**src/rtl/rgmii_pkg.sv**
```systemverilog
// Shared constants, FSM encoding and CRC-32 helpers for the RGMII receive framer.
package rgmii_pkg;

  localparam logic [7:0]  PREAMBLE_BYTE = 8'h55;
  localparam logic [7:0]  SFD_BYTE      = 8'hD5;
  localparam logic [31:0] CRC_POLY      = 32'h04C11DB7;
  // Residue of a good frame, in the normal (MSB-first) bit order.
  localparam logic [31:0] CRC_RESIDUE   = 32'hC704DD7B;
  localparam logic [31:0] CRC_INIT      = 32'hFFFFFFFF;

  localparam logic [1:0] ST_IDLE     = 2'd0;
  localparam logic [1:0] ST_PREAMBLE = 2'd1;
  localparam logic [1:0] ST_DATA     = 2'd2;
  localparam logic [1:0] ST_DROP     = 2'd3;

  typedef enum logic [1:0] {
    StIdle     = ST_IDLE,
    StPreamble = ST_PREAMBLE,
    StData     = ST_DATA,
    StDrop     = ST_DROP
  } rx_state_e;

  function automatic logic [31:0] bit_rev32(input logic [31:0] v);
    logic [31:0] r;
    for (int i = 0; i < 32; i++) begin
      r[i] = v[31-i];
    end
    return r;
  endfunction

  // One byte of the reflected CRC-32; bits are consumed LSB first as on the wire.
  function automatic logic [31:0] crc32_step(input logic [31:0] crc, input logic [7:0] data);
    logic [31:0] c;
    logic [31:0] poly_r;
    c      = crc;
    poly_r = bit_rev32(CRC_POLY);
    for (int i = 0; i < 8; i++) begin
      if (c[0] ^ data[i]) begin
        c = (c >> 1) ^ poly_r;
      end else begin
        c = c >> 1;
      end
    end
    return c;
  endfunction

endpackage

```
**src/rtl/crc32_d8.sv**
```systemverilog
// Byte-wide reflected CRC-32 register. The register already includes the byte
// presented with en_i on the following cycle, so the check adds no latency.
module crc32_d8
  import rgmii_pkg::*;
(
  input  logic        clk_i,
  input  logic        rst_ni,
  input  logic        init_i,
  input  logic        en_i,
  input  logic [7:0]  data_i,
  output logic [31:0] crc_o
);

  logic [31:0] crc_d, crc_q;

  // Next CRC: reload at frame start, otherwise fold in the current byte.
  always_comb begin
    crc_d = crc_q;
    if (init_i) begin
      crc_d = CRC_INIT;
    end else if (en_i) begin
      crc_d = crc32_step(crc_q, data_i);
    end
  end

  // CRC state register.
  always_ff @(posedge clk_i or negedge rst_ni) begin
    if (!rst_ni) begin
      crc_q <= CRC_INIT;
    end else begin
      crc_q <= crc_d;
    end
  end

  assign crc_o = crc_q;

endmodule

```
**src/rtl/rgmii_rx_framer.sv**
```systemverilog
// RGMII receive framer: assembles DDR nibbles into bytes, strips preamble/SFD and
// emits a byte stream with sof/eof/err, frame length and good/bad pulses.
// Optional FCS check is built when RX_FCS_CHECK_EN is defined.
// Pipeline: stage A (raw byte/dv/er), stage B (classified byte), output registers.
module rgmii_rx_framer
  import rgmii_pkg::*;
#(
  parameter int unsigned MIN_FRAME    = 64,
  parameter int unsigned MAX_FRAME    = 1522,
  parameter int unsigned MAX_PREAMBLE = 15,
  parameter int unsigned LEN_W        = 11
) (
  input  logic             rgmii_rxc_1,
  input  logic             rst_n,
  input  logic [3:0]       rxd_rise,
  input  logic [3:0]       rxd_fall,
  input  logic             ctl_rise,
  input  logic             ctl_fall,
  output logic [7:0]       out_data,
  output logic             out_valid,
  output logic             out_sof,
  output logic             out_eof,
  output logic             out_err,
  output logic [LEN_W-1:0] frame_len,
  output logic             good_pulse,
  output logic             bad_pulse
);

  localparam int unsigned      PreW   = $clog2(MAX_PREAMBLE + 2);
  localparam logic [PreW-1:0]  PreMax = PreW'(MAX_PREAMBLE);
  localparam logic [LEN_W-1:0] LenMin = LEN_W'(MIN_FRAME);
  localparam logic [LEN_W-1:0] LenMax = LEN_W'(MAX_FRAME);

  // Stage A
  logic [7:0] a_data_q;
  logic       a_dv_q, a_er_q, a_live_q;

  // FSM and frame accounting
  rx_state_e        state_d, state_q;
  logic [PreW-1:0]  pre_cnt_d, pre_cnt_q;
  logic [LEN_W-1:0] len_d, len_q;
  logic             er_seen_d, er_seen_q;
  logic             first_d, first_q;
  logic             wait_d, wait_q;

  // Stage B
  logic [7:0] b_data_d, b_data_q;
  logic       b_valid_d, b_valid_q;
  logic       b_sof_d, b_sof_q;
  logic       b_eof_d, b_eof_q;
  logic       b_drop_d, b_drop_q;

  // Output registers
  logic [7:0]       out_data_d, out_data_q;
  logic             out_valid_d, out_valid_q;
  logic             out_sof_d, out_sof_q;
  logic             out_eof_d, out_eof_q;
  logic             out_err_d, out_err_q;
  logic [LEN_W-1:0] frame_len_d, frame_len_q;
  logic             good_d, good_q;
  logic             bad_d, bad_q;

  logic fcs_bad;
  logic frame_bad;

  // Stage A: capture byte and decoded DV/ER every cycle.
  always_ff @(posedge rgmii_rxc_1 or negedge rst_n) begin
    if (!rst_n) begin
      a_data_q <= 8'h00;
      a_dv_q   <= 1'b0;
      a_er_q   <= 1'b0;
      a_live_q <= 1'b0;
    end else begin
      a_data_q <= {rxd_fall, rxd_rise};
      a_dv_q   <= ctl_rise;
      a_er_q   <= ctl_rise ^ ctl_fall;
      a_live_q <= 1'b1;
    end
  end

  // FSM next state and stage-B classification of the byte in stage A.
  always_comb begin
    state_d   = state_q;
    pre_cnt_d = pre_cnt_q;
    len_d     = len_q;
    er_seen_d = er_seen_q;
    first_d   = first_q;
    wait_d    = wait_q;
    b_data_d  = a_data_q;
    b_valid_d = 1'b0;
    b_sof_d   = 1'b0;
    b_eof_d   = 1'b0;
    b_drop_d  = 1'b0;

    unique case (state_q)
      StIdle: begin
        // After reset, ignore the tail of any frame already in progress.
        if (a_live_q && !a_dv_q) begin
          wait_d = 1'b0;
        end
        if (!wait_q && a_dv_q) begin
          if (a_data_q == PREAMBLE_BYTE) begin
            state_d   = StPreamble;
            pre_cnt_d = PreW'(1);
          end else begin
            state_d = StDrop;
          end
        end
      end
      StPreamble: begin
        if (!a_dv_q) begin
          state_d = StIdle;
        end else if (a_data_q == PREAMBLE_BYTE) begin
          if (pre_cnt_q >= PreMax) begin
            state_d  = StDrop;
            b_drop_d = 1'b1;
          end else begin
            pre_cnt_d = pre_cnt_q + 1'b1;
          end
        end else if (a_data_q == SFD_BYTE && pre_cnt_q != '0) begin
          state_d   = StData;
          len_d     = '0;
          er_seen_d = 1'b0;
          first_d   = 1'b1;
        end else begin
          state_d  = StDrop;
          b_drop_d = 1'b1;
        end
      end
      StData: begin
        if (a_dv_q) begin
          b_valid_d = 1'b1;
          b_sof_d   = first_q;
          // Raw ctl_rise is the DV of the next byte: low means this one is last.
          b_eof_d   = !ctl_rise;
          first_d   = 1'b0;
          if (len_q != '1) begin
            len_d = len_q + 1'b1;
          end
          if (a_er_q) begin
            er_seen_d = 1'b1;
          end
        end else begin
          state_d = StIdle;
        end
      end
      StDrop: begin
        if (!a_dv_q) begin
          state_d = StIdle;
        end
      end
      default: state_d = StIdle;
    endcase
  end

  // FSM state register.
  always_ff @(posedge rgmii_rxc_1 or negedge rst_n) begin
    if (!rst_n) begin
      state_q <= StIdle;
    end else begin
      state_q <= state_d;
    end
  end

  // Frame accounting and stage-B registers.
  always_ff @(posedge rgmii_rxc_1 or negedge rst_n) begin
    if (!rst_n) begin
      pre_cnt_q <= '0;
      len_q     <= '0;
      er_seen_q <= 1'b0;
      first_q   <= 1'b0;
      wait_q    <= 1'b1;
      b_data_q  <= 8'h00;
      b_valid_q <= 1'b0;
      b_sof_q   <= 1'b0;
      b_eof_q   <= 1'b0;
      b_drop_q  <= 1'b0;
    end else begin
      pre_cnt_q <= pre_cnt_d;
      len_q     <= len_d;
      er_seen_q <= er_seen_d;
      first_q   <= first_d;
      wait_q    <= wait_d;
      b_data_q  <= b_data_d;
      b_valid_q <= b_valid_d;
      b_sof_q   <= b_sof_d;
      b_eof_q   <= b_eof_d;
      b_drop_q  <= b_drop_d;
    end
  end

`ifdef RX_FCS_CHECK_EN
  logic        crc_init;
  logic        crc_en;
  logic [31:0] crc_q;

  assign crc_init = (state_q == StPreamble) && (state_d == StData);
  assign crc_en   = b_valid_d;

  crc32_d8 u_crc (
    .clk_i  (rgmii_rxc_1),
    .rst_ni (rst_n),
    .init_i (crc_init),
    .en_i   (crc_en),
    .data_i (a_data_q),
    .crc_o  (crc_q)
  );

  assign fcs_bad = (bit_rev32(crc_q) != CRC_RESIDUE);
`else
  assign fcs_bad = 1'b0;
`endif

  // Output next-state; len_q and er_seen_q already include the eof byte here.
  always_comb begin
    frame_bad   = er_seen_q | (len_q < LenMin) | (len_q > LenMax) | fcs_bad;
    out_valid_d = b_valid_q;
    out_data_d  = b_valid_q ? b_data_q : out_data_q;
    out_sof_d   = b_sof_q;
    out_eof_d   = b_eof_q;
    out_err_d   = b_eof_q & frame_bad;
    frame_len_d = b_eof_q ? len_q : frame_len_q;
    good_d      = b_eof_q & ~frame_bad;
    bad_d       = (b_eof_q & frame_bad) | b_drop_q;
  end

  // Output registers.
  always_ff @(posedge rgmii_rxc_1 or negedge rst_n) begin
    if (!rst_n) begin
      out_data_q  <= 8'h00;
      out_valid_q <= 1'b0;
      out_sof_q   <= 1'b0;
      out_eof_q   <= 1'b0;
      out_err_q   <= 1'b0;
      frame_len_q <= '0;
      good_q      <= 1'b0;
      bad_q       <= 1'b0;
    end else begin
      out_data_q  <= out_data_d;
      out_valid_q <= out_valid_d;
      out_sof_q   <= out_sof_d;
      out_eof_q   <= out_eof_d;
      out_err_q   <= out_err_d;
      frame_len_q <= frame_len_d;
      good_q      <= good_d;
      bad_q       <= bad_d;
    end
  end

  assign out_data   = out_data_q;
  assign out_valid  = out_valid_q;
  assign out_sof    = out_sof_q;
  assign out_eof    = out_eof_q;
  assign out_err    = out_err_q;
  assign frame_len  = frame_len_q;
  assign good_pulse = good_q;
  assign bad_pulse  = bad_q;

endmodule

```
**config.mk**
```make
export PLATFORM = sky130hd
export DESIGN_NAME = rgmii_rx_framer
export DESIGN_NICKNAME = d
export VERILOG_FILES = /design/src/rtl/rgmii_pkg.sv /design/src/rtl/crc32_d8.sv /design/src/rtl/rgmii_rx_framer.sv
export SDC_FILE = /design/constraint.sdc
export NUM_CORES = 1
export LEC_CHECK = 0
export ABC_AREA = 1
export BUFFER_PORTS_ARGS = -buffer_cell sky130_fd_sc_hd__buf_2
export CAP_MARGIN = 40
export CELL_PAD_IN_SITES_DETAIL_PLACEMENT = 0
export CELL_PAD_IN_SITES_GLOBAL_PLACEMENT = 2
export CORE_MARGIN = 1
export CORE_UTILIZATION = 35
export CTS_CLUSTER_SIZE = 30
export DETAILED_ROUTE_END_ITERATION = 16
export GPL_TIMING_DRIVEN = 0
export PLACE_DENSITY = 0.77
export SYNTH_ARGS = -nofsm -noshare
export SYNTH_HDL_FRONTEND = slang
export SYNTH_SLANG_ARGS = --single-unit
export TNS_END_PERCENT = 100
```
**constraint.sdc**
```tcl
create_clock -name rgmii_rxc_1 -period 2.7 [get_ports rgmii_rxc_1]
set_input_delay 0.675 -clock rgmii_rxc_1 [delete_from_list [all_inputs] [get_ports rgmii_rxc_1]]
set_output_delay 0.675 -clock rgmii_rxc_1 [all_outputs]
set_load 0.01 [all_outputs]
```
# [Word level (Yosys, flattened, before mapping)]
# Index checks and enable logic that the tools add are counted.
[totals] regBits=69 out_inout_bits=25 word_cells=112
[op_classes] add_sub_neg=2 n_lt_le_gt_ge=3 eq_ne=18 mux=42 n_bitwise=7 n_reduce_logical=17
[op_table] operator="$mux 11" n=5
[op_table] operator="$mux 5" n=5
[op_table] operator="$ne 2x2->1 const B" n=11
[op_table] operator="$pmux 11 s2" n=1
[op_table] operator="$mux 1" n=21
[op_table] operator="$reduce_and 6->1" n=3
[op_table] operator="$mux 2" n=6
[op_table] operator="$add 11x1->11 const B" n=1
[op_table] operator="$gt 11x11->1 const B" n=1
[op_table] operator="$lt 11x7->1 const B" n=1
[op_table] operator="$ne 11x11->1 const B" n=1
[op_table] operator="$pmux 5 s2" n=1
[op_table] operator="$eq 8x7->1 const B" n=1
[op_table] operator="$eq 8x8->1 const B" n=1
[op_table] operator="$pmux 2 s3" n=1
[op_table] operator="$add 5x1->5 const B" n=1
[op_table] operator="$ge 5x4->1 const B" n=1
[op_table] operator="$reduce_and 5->1" n=1
[op_table] operator="$reduce_bool 5->1" n=1
[op_table] operator="$eq 2x2->1 const B" n=2
[op_table] operator="$ne 4x4->1 const B" n=1
[op_table] operator="$pmux 1 s2" n=2
[op_table] operator="$reduce_bool 2->1" n=2
[op_table] operator="$logic_and 1x1->1" n=3
[op_table] operator="10 further kinds" n=15

# [Longest topological paths before layout]
# Gate-level depths: netlist (run 1).
[depth] word_depth=6 depth_mapped=11 depth_no_buf=11

# [Worst setup path after synthesis (run 1)]
# Ideal clock, no wire load.
[synth_timing] path_type="register to register" startpoint="register pre_cnt_q[0]" endpoint="register pre_cnt_q[0]" arrival_time_ns=1.415 t_required_ns=2.583 path_slack_ns=1.168 path_stages_with_launch=11 path_buffers=0 period_less_slack_ns=1.532 cell_sequence="dfrtp_1 ha_1 nand2_1 nor2_1 ha_1 nor2_1 nand2_1 nand2_1 nand2_1 o21ai_1 inv_1"
[synth_between] elab_chain_cells=5
[synth_rtl] element="start, declared" line="rgmii_rx_framer.sv:40" source="logic [PreW-1:0] pre_cnt_d, pre_cnt_q;"
[synth_rtl] element="start signal, assigned" line="rgmii_rx_framer.sv:179" source="pre_cnt_q <= pre_cnt_d;"
[synth_rtl] element="$add 5x1->5" line="rgmii_rx_framer.sv:118" source="pre_cnt_d = pre_cnt_q + 1'b1;"
[synth_rtl] element="$mux 5" line="rgmii_rx_framer.sv:114" source="if (pre_cnt_q >= PreMax) begin"
[synth_rtl] element="$mux 5" line="rgmii_rx_framer.sv:113" source="end else if (a_data_q == PREAMBLE_BYTE) begin"
[synth_rtl] element="$mux 5" line="rgmii_rx_framer.sv:111" source="if (!a_dv_q) begin"
[synth_rtl] element="$pmux 5 s2" line="rgmii_rx_framer.sv:95" source="unique case (state_q)"
# Parallel ways exist; a longest one is shown, timed or not. The select of a mux whose other input is x is not followed.
# A chain may end at the register's enable or synchronous reset.

# [Worst setup path in the final report (run 1)]
# Ends and elaborated chain as after synthesis.

==> metrics.txt, run 1 <==
run status=completed; clock skew after layout=around 0.012 ns; number of global-route vias before repair=between 2000 and 2500; Worst R2R Start=pre_cnt_q[0]; wire length on met3=209 um; leak pwr=approximately 0.0018 uW; register area share after synthesis=56.62%; aggregate negative setup slack=0 ns; type of the most critical hold path=in -> async; Critical R2R Capture=pre_cnt_q[0]; async set-or-reset flop fraction in the synthesized netlist=100.0%; Hold Buf Count CTS=0; number of DRC violations after detailed-routing iteration 0=83; number of nets still failing antenna checks after routing=0; number of maximum-capacitance violations=0; Via-to-Cell Ratio=roughly 4.4; YS warnings=0; top layer used by detailed routing=met4; placement row count=33; M1 WL=approximately 3200 um; post-cts resize count=0; clk root buf=sky130_fd_sc_hd__clkbuf_8; initial core utilization=a little over a third; Power Dens Cells=842.8 nW/um^2; worst reg-to-reg path cell count=10; share of the cycle needed by the critical path after routing=63.24%; total die area=9096 um^2; vias after detailed routing=2190; unrepaired setup endpoints after global routing=no; count of flip-flops with a built-in enable after synthesis=0; number of nets in the layout=400; final worst path period need=around 1.7 ns; number of top-level pins=37; initial antenna violation count=0; area of the core region=8341 um^2; Placed Instances=roughly 480; synth unique cells=33; antenna cells=0; gr usage total=around 15%; R2R Setup Slk=between 0.9 and 1 ns; synthesized instance count=336; largest area contributor in the netlist=sky130_fd_sc_hd__dfrtp_1; fraction of final layout cells sized beyond drive strength 1=between 20% and 30%; Data arrival, critical path=1.95 ns; post-synthesis to final-layout area growth=17.38%; GP Congestion=0.7172; buffer count from post-CTS setup fixing=0; Synth Flop Type=sky130_fd_sc_hd__dfrtp_1; required time of the critical path=2.95 ns; Post-route DRC=0; clock latency of the later-clocked register in the worst-skew pair=around 0.35 ns; detailed-router iteration count before antenna repair=4; fin cells=494; final-layout fill cell count=roughly 860; maximum level of the CTS H-tree=3; pin count of the biggest net entering global routing=56; total congestion overflow after global routing=0; Port Buffer Count=36; CP Capture Type=register; number of clock sinks=69; Longest Clk Path Bufs=2; wire length reported by the detailed router=around 6000 um; worst IR drop on VDD=between 0.3 and 0.4 mV; setup violators final=0; Detail Route met2 WL=between 2000 and 3000 um; startpoint type of the worst setup path=register; Cell Area, Synth=roughly 3100 um^2; Horiz. Die Dim=between 90 and 100 um; critical path class=reg -> reg; largest cells by area after synthesis=sky130_fd_sc_hd__dfrtp_1 56%, sky130_fd_sc_hd__nand2_1 14%, sky130_fd_sc_hd__nor2_1 3.7%; overall die height=about 95 um; Avg Inst Size Synth=between 9 and 10 um^2; Peak Freq=between 500 and 600 MHz; HPWL after detailed placement=roughly 4400 um; cts bufs inserted=9; max-slew violation count=0; top-area cell type share of the netlist area=55.76%; routed length per placed instance=approximately 12 um; largest fanout of any net on the critical path=5; Post-Syn Nets=approximately 350; Final Hold Fails=0; Seq cells post-synth=between 60 and 70; Clock Pin Slew Worst Setup and Hold Paths=roughly 0.09 ns; global-route wire length before repair=10180 um; TritonCTS clock tree=built
metal layers:
metal	vias up	GRT usage [%]
met1	995	21.20
met3	4	3.828
met2	37	22.02
li1	1154	-
met4	0	5.597
met5	-	0
worst max-delay path: stages, from the launching register on:
cell and delay [ns]:
sky130_fd_sc_hd__dfrtp_1 0.43, sky130_fd_sc_hd__ha_1 0.22, sky130_fd_sc_hd__nand2_1 0.08, sky130_fd_sc_hd__nor2_1 0.05, sky130_fd_sc_hd__ha_1 0.17, sky130_fd_sc_hd__nor2_1 0.18, sky130_fd_sc_hd__nand2_1 0.07, sky130_fd_sc_hd__nand2_1 0.07
sky130_fd_sc_hd__nand2_1 0.12, sky130_fd_sc_hd__o21ai_1 0.15, sky130_fd_sc_hd__inv_1 0.05
power breakdown:
group	internal, uW	switching (uW)	total, uW
logic	362	583	946
registers	1180	94.1	1280
clock network	355	441	796
final cells by class:
type	instances	area [um^2]	area share [%]
Inverter	35	135.1	3.772
Multi-Input combinational cell	227	1147	32.03
Sequential cell	69	1728	48.24
Timing Repair Buffer	37	210.2	5.868
Buffer	5	41.29	1.153
Clock inverter	7	65.06	1.816
Clock buffer	9	123.9	3.458
Tap cell	105	131.4	3.667
flip-flops by register name, indices dropped and copies added, names as in the netlist, 2 cells and up:
name	count
frame_len	11
pre_cnt_q	5
a_data_q	8
out_data	8
state_q	2
len_q	11
b_data_q	8
cell usage in the layout (no fill, tap or decap), types with 4 or more instances in the layout:
| cell type | n |
|---|---|
| sky130_fd_sc_hd__clkbuf_8 | 9 |
| sky130_fd_sc_hd__nand2_2 | 6 |
| sky130_fd_sc_hd__inv_2 | 6 |
| sky130_fd_sc_hd__buf_2 | 35 |
| sky130_fd_sc_hd__nand2_1 | 115 |
| sky130_fd_sc_hd__a21oi_1 | 5 |
| sky130_fd_sc_hd__ha_1 | 4 |
| sky130_fd_sc_hd__nor2_1 | 30 |
| sky130_fd_sc_hd__o21ai_0 | 7 |
| sky130_fd_sc_hd__inv_1 | 27 |
| sky130_fd_sc_hd__mux2_2 | 8 |
| sky130_fd_sc_hd__nand3_1 | 14 |
| sky130_fd_sc_hd__dfrtp_1 | 68 |
| sky130_fd_sc_hd__o21ai_1 | 13 |
metrics by stage:
step | setup slack (ns) | util, % | total power (uW) | hold WS (ns) | area (um^2)
final | 0.9926 | 42.95 | 3019 | 0.1805 | 3582
after global routing | 0.8068 | 42.95 | 3244 | 0.1758 | 3582
after CTS | 0.9832 | 42.95 | 3082 | 0.1719 | 3582
after detailed placement | 1.001 | 40.68 | 2268 | 0.3518 | 3393
after global placement | 0.5838 | 40.32 | 2255 | 0.3346 | 3363
after floorplan | 1.168 | - | 1976 | 0.3312 | 3052
cells by family (layout without fill, tap and decap cells):
kind of cell,count (synthesis),count (layout),share of synthesized area [%]
simple gates,185,185,27.76
flops,69,69,56.62
buf+inv,40,93,5.781
compound gates,28,28,4.838
mux,8,8,2.952
fa+ha+maj,4,4,1.640
other cells,1,1,0.1229
xor+xnor,1,1,0.2871
cell usage after synthesis, drive strengths merged (2+ instances only):
library cell  instances
nand3                18
buf                   3
nand2               122
inv                  34
o21ai                20
a21oi                 6
nand4                 3
clkbuf                2
mux2                  8
nor2                 38
ha                    4
dfrtp                68
worst max path at each step:
stage / cells after the start / end / from
global route: 10 / pre_cnt_q[0] / pre_cnt_q[0]
CTS: 10 / pre_cnt_q[0] / pre_cnt_q[0]
floorplan: 10 / pre_cnt_q[0] / pre_cnt_q[0]
detailed placement: 10 / pre_cnt_q[0] / pre_cnt_q[0]
global placement: 1 / frame_len[7] / rst_n
finish: 10 / pre_cnt_q[0] / pre_cnt_q[0]
Note: power is estimated with default switching activity, not from simulation.
==> inputs of run 2 (changes only) <==
--- a/config.mk
+++ b/config.mk
@@ -5,7 +5,7 @@
 export SDC_FILE = /design/constraint.sdc
 export NUM_CORES = 1
 export LEC_CHECK = 0
-export ABC_AREA = 1
+export ABC_AREA = 0
 export BUFFER_PORTS_ARGS = -buffer_cell sky130_fd_sc_hd__buf_2
 export CAP_MARGIN = 40
 export CELL_PAD_IN_SITES_DETAIL_PLACEMENT = 0
@@ -15,7 +15,7 @@
 export CTS_CLUSTER_SIZE = 30
 export DETAILED_ROUTE_END_ITERATION = 16
 export GPL_TIMING_DRIVEN = 0
-export PLACE_DENSITY = 0.77
+export PLACE_DENSITY = 0.71
 export SYNTH_ARGS = -nofsm -noshare
 export SYNTH_HDL_FRONTEND = slang
 export SYNTH_SLANG_ARGS = --single-unit
==> constraint.sdc (replaced) <==
create_clock -name rgmii_rxc_1 -period 1.8 [get_ports rgmii_rxc_1]
set_input_delay 0.45 -clock rgmii_rxc_1 [delete_from_list [all_inputs] [get_ports rgmii_rxc_1]]
set_output_delay 0.45 -clock rgmii_rxc_1 [all_outputs]
set_load 0.01 [all_outputs]
==> run 2 against run 1 <==
Final cell count decreased by 21%. Combinational power down 40%. Utilization up 2.6 points. Clock-buffer cell count unchanged.
==> metrics.txt, run 2 <==
Synth Flop Type=sky130_fd_sc_hd__dfrtp_1; global-route wire length before repair=9218 um (-9.5%); Post-Syn Nets=240 (-32%); antenna cells=0 (unchanged); Cell Area, Synth=2805 um^2 (-8.1%); TritonCTS clock tree=built; initial antenna violation count=0 (unchanged); synthesized instance count=224 (-33%); required time of the critical path=2.06 ns (-0.89 ns); Horiz. Die Dim=91.53 um (-4.0%); Clock Pin Slew Worst Setup and Hold Paths=0.09 ns (about the same); Avg Inst Size Synth=12.52 um^2 (+38%); fraction of final layout cells sized beyond drive strength 1=37.85% (+14 points); Post-route DRC=0 (unchanged); leak pwr=0.001637 uW (-11%); Longest Clk Path Bufs=2 (unchanged); transition at the pin with the smallest max-transition slack=around 0.55 ns; clock skew after layout=0.01705 ns (+0.005053 ns); most common cell in the synthesized netlist=sky130_fd_sc_hd__dfrtp_1; simple-gate share of the synthesized area=12.76% (-15 points); detailed-router iteration count before antenna repair=4 (unchanged); gr usage total=14.54% (-0.46 points); number of DRC violations after detailed-routing iteration 0=66 (-20%); count of flip-flops with a built-in enable after synthesis=0 (unchanged); number of nets still failing antenna checks after routing=0 (unchanged); routed length per placed instance=14.56 um (+19%); placement row count=32 (-3.0%); pin count of the biggest net entering global routing=51 (-8.9%); leading cell type in the layout, fill and taps excluded=sky130_fd_sc_hd__dfrtp_1; cell area after layout=3521 um^2 (-1.7%); Reg power frac=52.1% (+9.8 points); area after detailed placement=3148 um^2 (-7.2%); cts bufs inserted=9 (unchanged); initial core utilization=36.30% (-0.29 points); YS warnings=0 (unchanged); aggregate negative setup slack=0 ns (unchanged); share of power burned in the clock network=32.1% (+5.7 points); Data arrival, critical path=2.06 ns (+0.11 ns); compound-cell area share of the yosys netlist=11.24% (+6.4 points); share of cell area taken by muxes after synthesis=8.876% (+5.9 points); final worst path period need=1.795 ns (+0.08752 ns); worst IR drop on VDD=0.2835 mV (-18%); worst hold margin=0.1970 ns (+0.01652 ns); part of the power in combinational logic=15.8% (-16 points); most frequent cells in the layout=68 x sky130_fd_sc_hd__dfrtp_1, 37 x sky130_fd_sc_hd__buf_2, 19 x sky130_fd_sc_hd__mux2_2; async set-or-reset flop fraction in the synthesized netlist=100.0% (unchanged); total die area=8377 um^2 (-7.9%); Peak Freq=557.1 MHz (-4.9%); overall die height=91.53 um (-4.0%); largest area contributor in the netlist=sky130_fd_sc_hd__dfrtp_1; unrepaired setup endpoints after global routing=yes; relative slew slack=between 60% and 70%; HPWL after detailed placement=3766 um (-14%); number of top-level pins=37 (unchanged); type of the most critical hold path=in -> reg; wire length reported by the detailed router=5680 um (-5.7%); switching power as a share of total power=30.17% (-6.9 points); number of global-route vias before repair=1817 (-12%); critical path class=reg -> reg; Seq cells post-synth=69 (unchanged); maximum level of the CTS H-tree=3 (unchanged); number of nets in the layout=299 (-25%); Port Buffer Count=36 (unchanged); largest fanout of any net on the critical path=6 (+1); CP Capture Type=register; Via-to-Cell Ratio=4.872 (+9.9%); Internal Pwr Total=2518 uW (+32%); post-synthesis to final-layout area growth=25.51%; largest cells by area after synthesis=sky130_fd_sc_hd__dfrtp_1 61%, sky130_fd_sc_hd__mux2_2 7.6%, sky130_fd_sc_hd__inv_1 2.4%; total congestion overflow after global routing=0 (unchanged); Power Dens Cells=1024 nW/um^2 (+22%); number of clock sinks=69 (unchanged); Final Hold Fails=0 (unchanged); GP Congestion=0.7668 (+6.9%); run status=completed; register area share after synthesis=61.60% (+5.0 points); fraction of the mapped netlist area in adder cells=1.784% (+0.14 points); area of the core region=7727 um^2 (-7.4%); synth unique cells=52 (+58%); share of the cycle needed by the critical path after routing=99.72% (+36 points); R2R Setup Slk=0.005 ns (-0.99 ns); largest family of logic cells by synthesized area=simple AND/OR/NAND/NOR gates; Post-synth top cells=68 x sky130_fd_sc_hd__dfrtp_1, 19 x sky130_fd_sc_hd__mux2_2, 18 x sky130_fd_sc_hd__inv_1; max-slew violation count=0 (unchanged); startpoint type of the worst setup path=register; number of maximum-capacitance violations=0 (unchanged); Switch Pwr=1088 uW (-2.7%); vias after detailed routing=1900 (-13%); clk root buf=sky130_fd_sc_hd__clkbuf_8; xor and xnor fraction of the mapped netlist area=0.3122% (+0.025 points); clock latency of the later-clocked register in the worst-skew pair=0.35 ns (about the same); top-area cell type share of the netlist area=60.66% (+4.9 points); setup violators final=0 (unchanged)
[run 2: cell types whose count changed after synthesis, sizes merged, moves of 4 or more]
cell	previous run	this run
and3	0	4
a31oi	1	7
nor2	38	10
nand3	18	5
inv	34	18
mux2	8	20
o21ai	20	8
nand2	122	13
[run 2: final timing paths]
path                         startpoint            to  depth (start not counted)
min in group asynchronous         rst_n  frame_len[5]                          2
min                         rxd_rise[3]   a_data_q[3]                          1
min reg2reg                     b_sof_q       out_sof                          0
max reg2reg                pre_cnt_q[0]      len_q[6]                          8
max                        pre_cnt_q[0]      len_q[6]                          8
max in group asynchronous         rst_n    state_q[1]                          3
[run 2: through the flow]
step	std cells	util (%)	setup slack [ns]	power, uW
final	390	45.56	0.005111	3606
after global routing	390	45.56	-0.07185	3797
after CTS	387	44.53	-0.00002731	3601
after detailed placement	363	40.74	-0.1315	2423
after global placement	362	40.35	-0.1597	2410
after floorplan	224	-	0.01154	2185
[run 2: kinds of logic (layout without fill, tap and decap cells)]
kind of cell,Yosys count,count (layout)
buffers and inverters,24,88
xor gates and xnor gates,1,1
and+or+nand+nor,60,60
DFF,69,69
other,1,1
muxes,22,22
adders and majority gates,4,4
AOI/OAI and AO/OA,43,43
[run 2: final cells by class]
type	count	area, um^2
fill	736	4207
buffer	5	21.27
sequential	69	1728
clock buffer	9	123.9
tap	102	127.6
timing repair buffer	49	317.8
clock inverter	7	53.80
multi-input combinational	131	1076
inverter	18	72.57
[run 2: power by group through the flow]
stage               Clock [uW]  Sequential, uW  Combinational [uW]
floorplan                    0            1920                 266
global placement             0            1900                 510
detailed placement           0            1900                 522
CTS                       1190            1870                 541
global route              1260            1900                 632
finish                    1160            1880                 570
[run 2: what timing repair did]
item / 4_1_cts / 5_1_grt
pin swaps: 3 / 4
setup buffers: 8 / 3
hold buffers: 1 / 0
setup endpoints to repair: 10 / 13
hold endpoints to repair: 18 / 0
resized for setup: 12 / 11
[run 2: critical path, stage by stage (launching register included)]
cell	delay [ns]
sky130_fd_sc_hd__dfrtp_1	0.41
sky130_fd_sc_hd__buf_6	0.13
sky130_fd_sc_hd__inv_4	0.05
sky130_fd_sc_hd__ha_4	0.11
sky130_fd_sc_hd__or4b_4	0.47
sky130_fd_sc_hd__nand4_4	0.14
sky130_fd_sc_hd__o22ai_4	0.10
sky130_fd_sc_hd__buf_6	0.15
sky130_fd_sc_hd__a31oi_1	0.15
[run 2: per-layer routing]
layer	vias up	routed length, um	GRT usage [%]
met5	-	0	0
met2	31	2558	20.24
met4	0	105	6.746
li1	927	-	-
met1	933	2813	20.60
met3	9	202	4.355
==> inputs of run 3 (changes only) <==
--- a/config.mk
+++ b/config.mk
@@ -15,7 +15,8 @@
 export CTS_CLUSTER_SIZE = 30
 export DETAILED_ROUTE_END_ITERATION = 16
 export GPL_TIMING_DRIVEN = 0
-export PLACE_DENSITY = 0.71
+export PLACE_DENSITY = 0.78
+export SETUP_SLACK_MARGIN = 0.4
 export SYNTH_ARGS = -nofsm -noshare
 export SYNTH_HDL_FRONTEND = slang
 export SYNTH_SLANG_ARGS = --single-unit
==> run 3 against run 2 <==
Maximum frequency increased by 3.2%. Final area increased by 4.1%. Clock-buffer cell count increased by 1. Highest routed layer unchanged. Sequential share of layout area decreased by 1.9 points. Combinational power increased by 10%. Flip-flop and latch count unchanged.
==> metrics.txt, run 3 (synthesis gave the netlist of run 2 again) <==
run status=completed; Power Dens Cells=986.8 nW/um^2 (-3.6%); Clock Pin Slew Worst Setup and Hold Paths=0.07 ns (-0.02 ns); pin count of the biggest net entering global routing=47 (-7.8%); antenna cells=0 (unchanged); number of nets in the layout=304 (+1.7%); Horiz. Die Dim=91.53 um (unchanged); Port Buffer Count=36 (unchanged); cts bufs inserted=9 (unchanged); max-slew violation count=0 (unchanged); Switch Pwr=1073 uW (-1.4%); post-synthesis to final-layout area growth=30.64%; critical-path cell list=ha_2 -> and3_4 -> ha_4 -> nor2_4 -> nand2_2 -> a21o_4 -> mux2_4; leak pwr=0.001683 uW (+2.8%); number of global-route vias before repair=1885 (+3.7%); number of top-level pins=37 (unchanged); clock skew after layout=0.006646 ns (-0.01041 ns); share of power burned in the clock network=30.9% (-1.2 points); type of the most critical hold path=in -> async; Critical R2R Capture=pre_cnt_q[0]; maximum level of the CTS H-tree=3 (unchanged); overall die height=91.53 um (unchanged); number of clock sinks=69 (unchanged); unrepaired setup endpoints after global routing=yes; Worst R2R Start=pre_cnt_q[1]; worst reg-to-reg path cell count=7 (-1); initial antenna violation count=0 (unchanged); routed length per placed instance=14.51 um (-0.36%); HPWL after detailed placement=3774 um (+0.20%); Hold Buf Count CTS=0 (-1); wire length reported by the detailed router=5732 um (+0.92%); Via-to-Cell Ratio=4.967 (+2.0%); post-layout worst setup margin=0.05996 ns (+0.05485 ns); Reg power frac=51.7% (-0.4 points); setup violators final=0 (unchanged); total congestion overflow after global routing=0 (unchanged); clock latency of the later-clocked register in the worst-skew pair=0.34 ns (about the same); most frequent cells in the layout=66 x sky130_fd_sc_hd__dfrtp_1, 38 x sky130_fd_sc_hd__buf_2, 19 x sky130_fd_sc_hd__mux2_2; initial core utilization=36.30% (unchanged); vias after detailed routing=1962 (+3.3%); Slowest-stage cell, CP=sky130_fd_sc_hd__dfrtp_1; leading cell type in the layout, fill and taps excluded=sky130_fd_sc_hd__dfrtp_1; Critical Path Max Stage Delay=0.42 ns (-0.05 ns); worst hold margin=0.003488 ns (-0.1935 ns); gr usage total=14.50% (-0.046 points); CP Capture Type=register; Post-route DRC=0 (unchanged); worst IR drop on VDD=0.2865 mV (+1.1%); largest fanout of any net on the critical path=4 (-2); detailed-router iteration count before antenna repair=4 (unchanged); critical path endpoint=pre_cnt_q[0]; worst slack at placement=-0.008005 ns (+0.1235 ns); critical path startpoint=pre_cnt_q[1]; Data arrival, critical path=1.97 ns (-0.09 ns); switching power as a share of total power=29.67% (-0.50 points); required time of the critical path=2.03 ns (-0.03 ns); global-route wire length before repair=9439 um (+2.4%); final-layout fill cell count=728 (-1.1%); number of maximum-capacitance violations=0 (unchanged); area of the core region=7727 um^2 (unchanged); startpoint type of the worst setup path=register; fraction of final layout cells sized beyond drive strength 1=45.73% (+7.9 points); number of DRC violations after detailed-routing iteration 0=61 (-7.6%); part of the power in combinational logic=17.4% (+1.6 points); total die area=8377 um^2 (unchanged); placement row count=32 (unchanged); critical path class=reg -> reg; share of the cycle needed by the critical path after routing=96.67% (-3.0 points); TritonCTS clock tree=built; final worst path period need=1.740 ns (-0.05485 ns); R2R Setup Slk=0.06 ns (+0.05 ns); Longest Clk Path Bufs=2 (unchanged); total power after layout=3616 uW (+0.30%); Final Hold Fails=0 (unchanged); GP Congestion=0.8078 (+5.3%); number of nets still failing antenna checks after routing=0 (unchanged); Peak Freq=574.7 MHz (+3.2%); Internal Pwr Total=2543 uW (+1.0%); clk root buf=sky130_fd_sc_hd__clkbuf_8
[run 3: worst max-delay path, delay by kind of cell, from the launching register on]
| family | cells | cell delay, ns |
|---|---|---|
| muxes | 1 | 0.29 |
| adders and majority gates | 2 | 0.35 |
| AOI/OAI and AO/OA | 1 | 0.22 |
| DFF | 1 | 0.42 |
| and+or+nand+nor | 3 | 0.34 |
[run 3: area by class of cell]
| type | count | area [um^2] | area share (%) |
|---|---|---|---|
| Clock buffer | 10 | 127.6 | 3.482 |
| Multi-Input combinational cell | 131 | 1180 | 32.20 |
| Clock inverter | 6 | 48.80 | 1.332 |
| Sequential cell | 69 | 1730 | 47.22 |
| Buffer | 6 | 28.78 | 0.7853 |
| Timing Repair Buffer | 53 | 354.1 | 9.662 |
| Inverter | 18 | 67.56 | 1.844 |
| Tap cell | 102 | 127.6 | 3.482 |
[run 3: worst min-delay path by stage]
stage               cells after the start            to    start
global route                            1  frame_len[5]    rst_n
CTS                                     1  frame_len[5]    rst_n
detailed placement                      0       out_sof  b_sof_q
floorplan                               0   a_data_q[0]    rst_n
global placement                        0       out_sof  b_sof_q
finish                                  1  frame_len[5]    rst_n
[run 3: metal layers]
metal	part of all wire, %	track usage, %
met3	3.1	3.518
met2	49	21.99
met1	46	19.99
met4	1.7	5.556
met5	0	0
[run 3: stage by stage]
step	area, um^2	setup TNS, ns	utilization, %	cells
after CTS	3535	0	45.74	390
after detailed placement	3186	-0.01011	41.22	363
final	3665	0	47.43	395
after global placement	3156	-2.913	40.84	362
after global routing	3665	-0.02400	47.43	395
after floorplan	2848	0	-	224
[run 3: what timing repair did]
action	4_1_cts	5_1_grt
endpoints found under the setup margin	31	24
pin swaps	8	8
hold endpoints to repair	0	0
gates cloned	0	0
resized for setup	20	21
setup buffers	11	5
[run 3: power groups by stage]
stage	registers [uW]	clock network, uW	logic (uW)
detailed placement	1910	0	522
finish	1870	1120	628
CTS	1870	1160	608
global placement	1900	0	510
global route	1910	1230	684
floorplan	1920	0	268
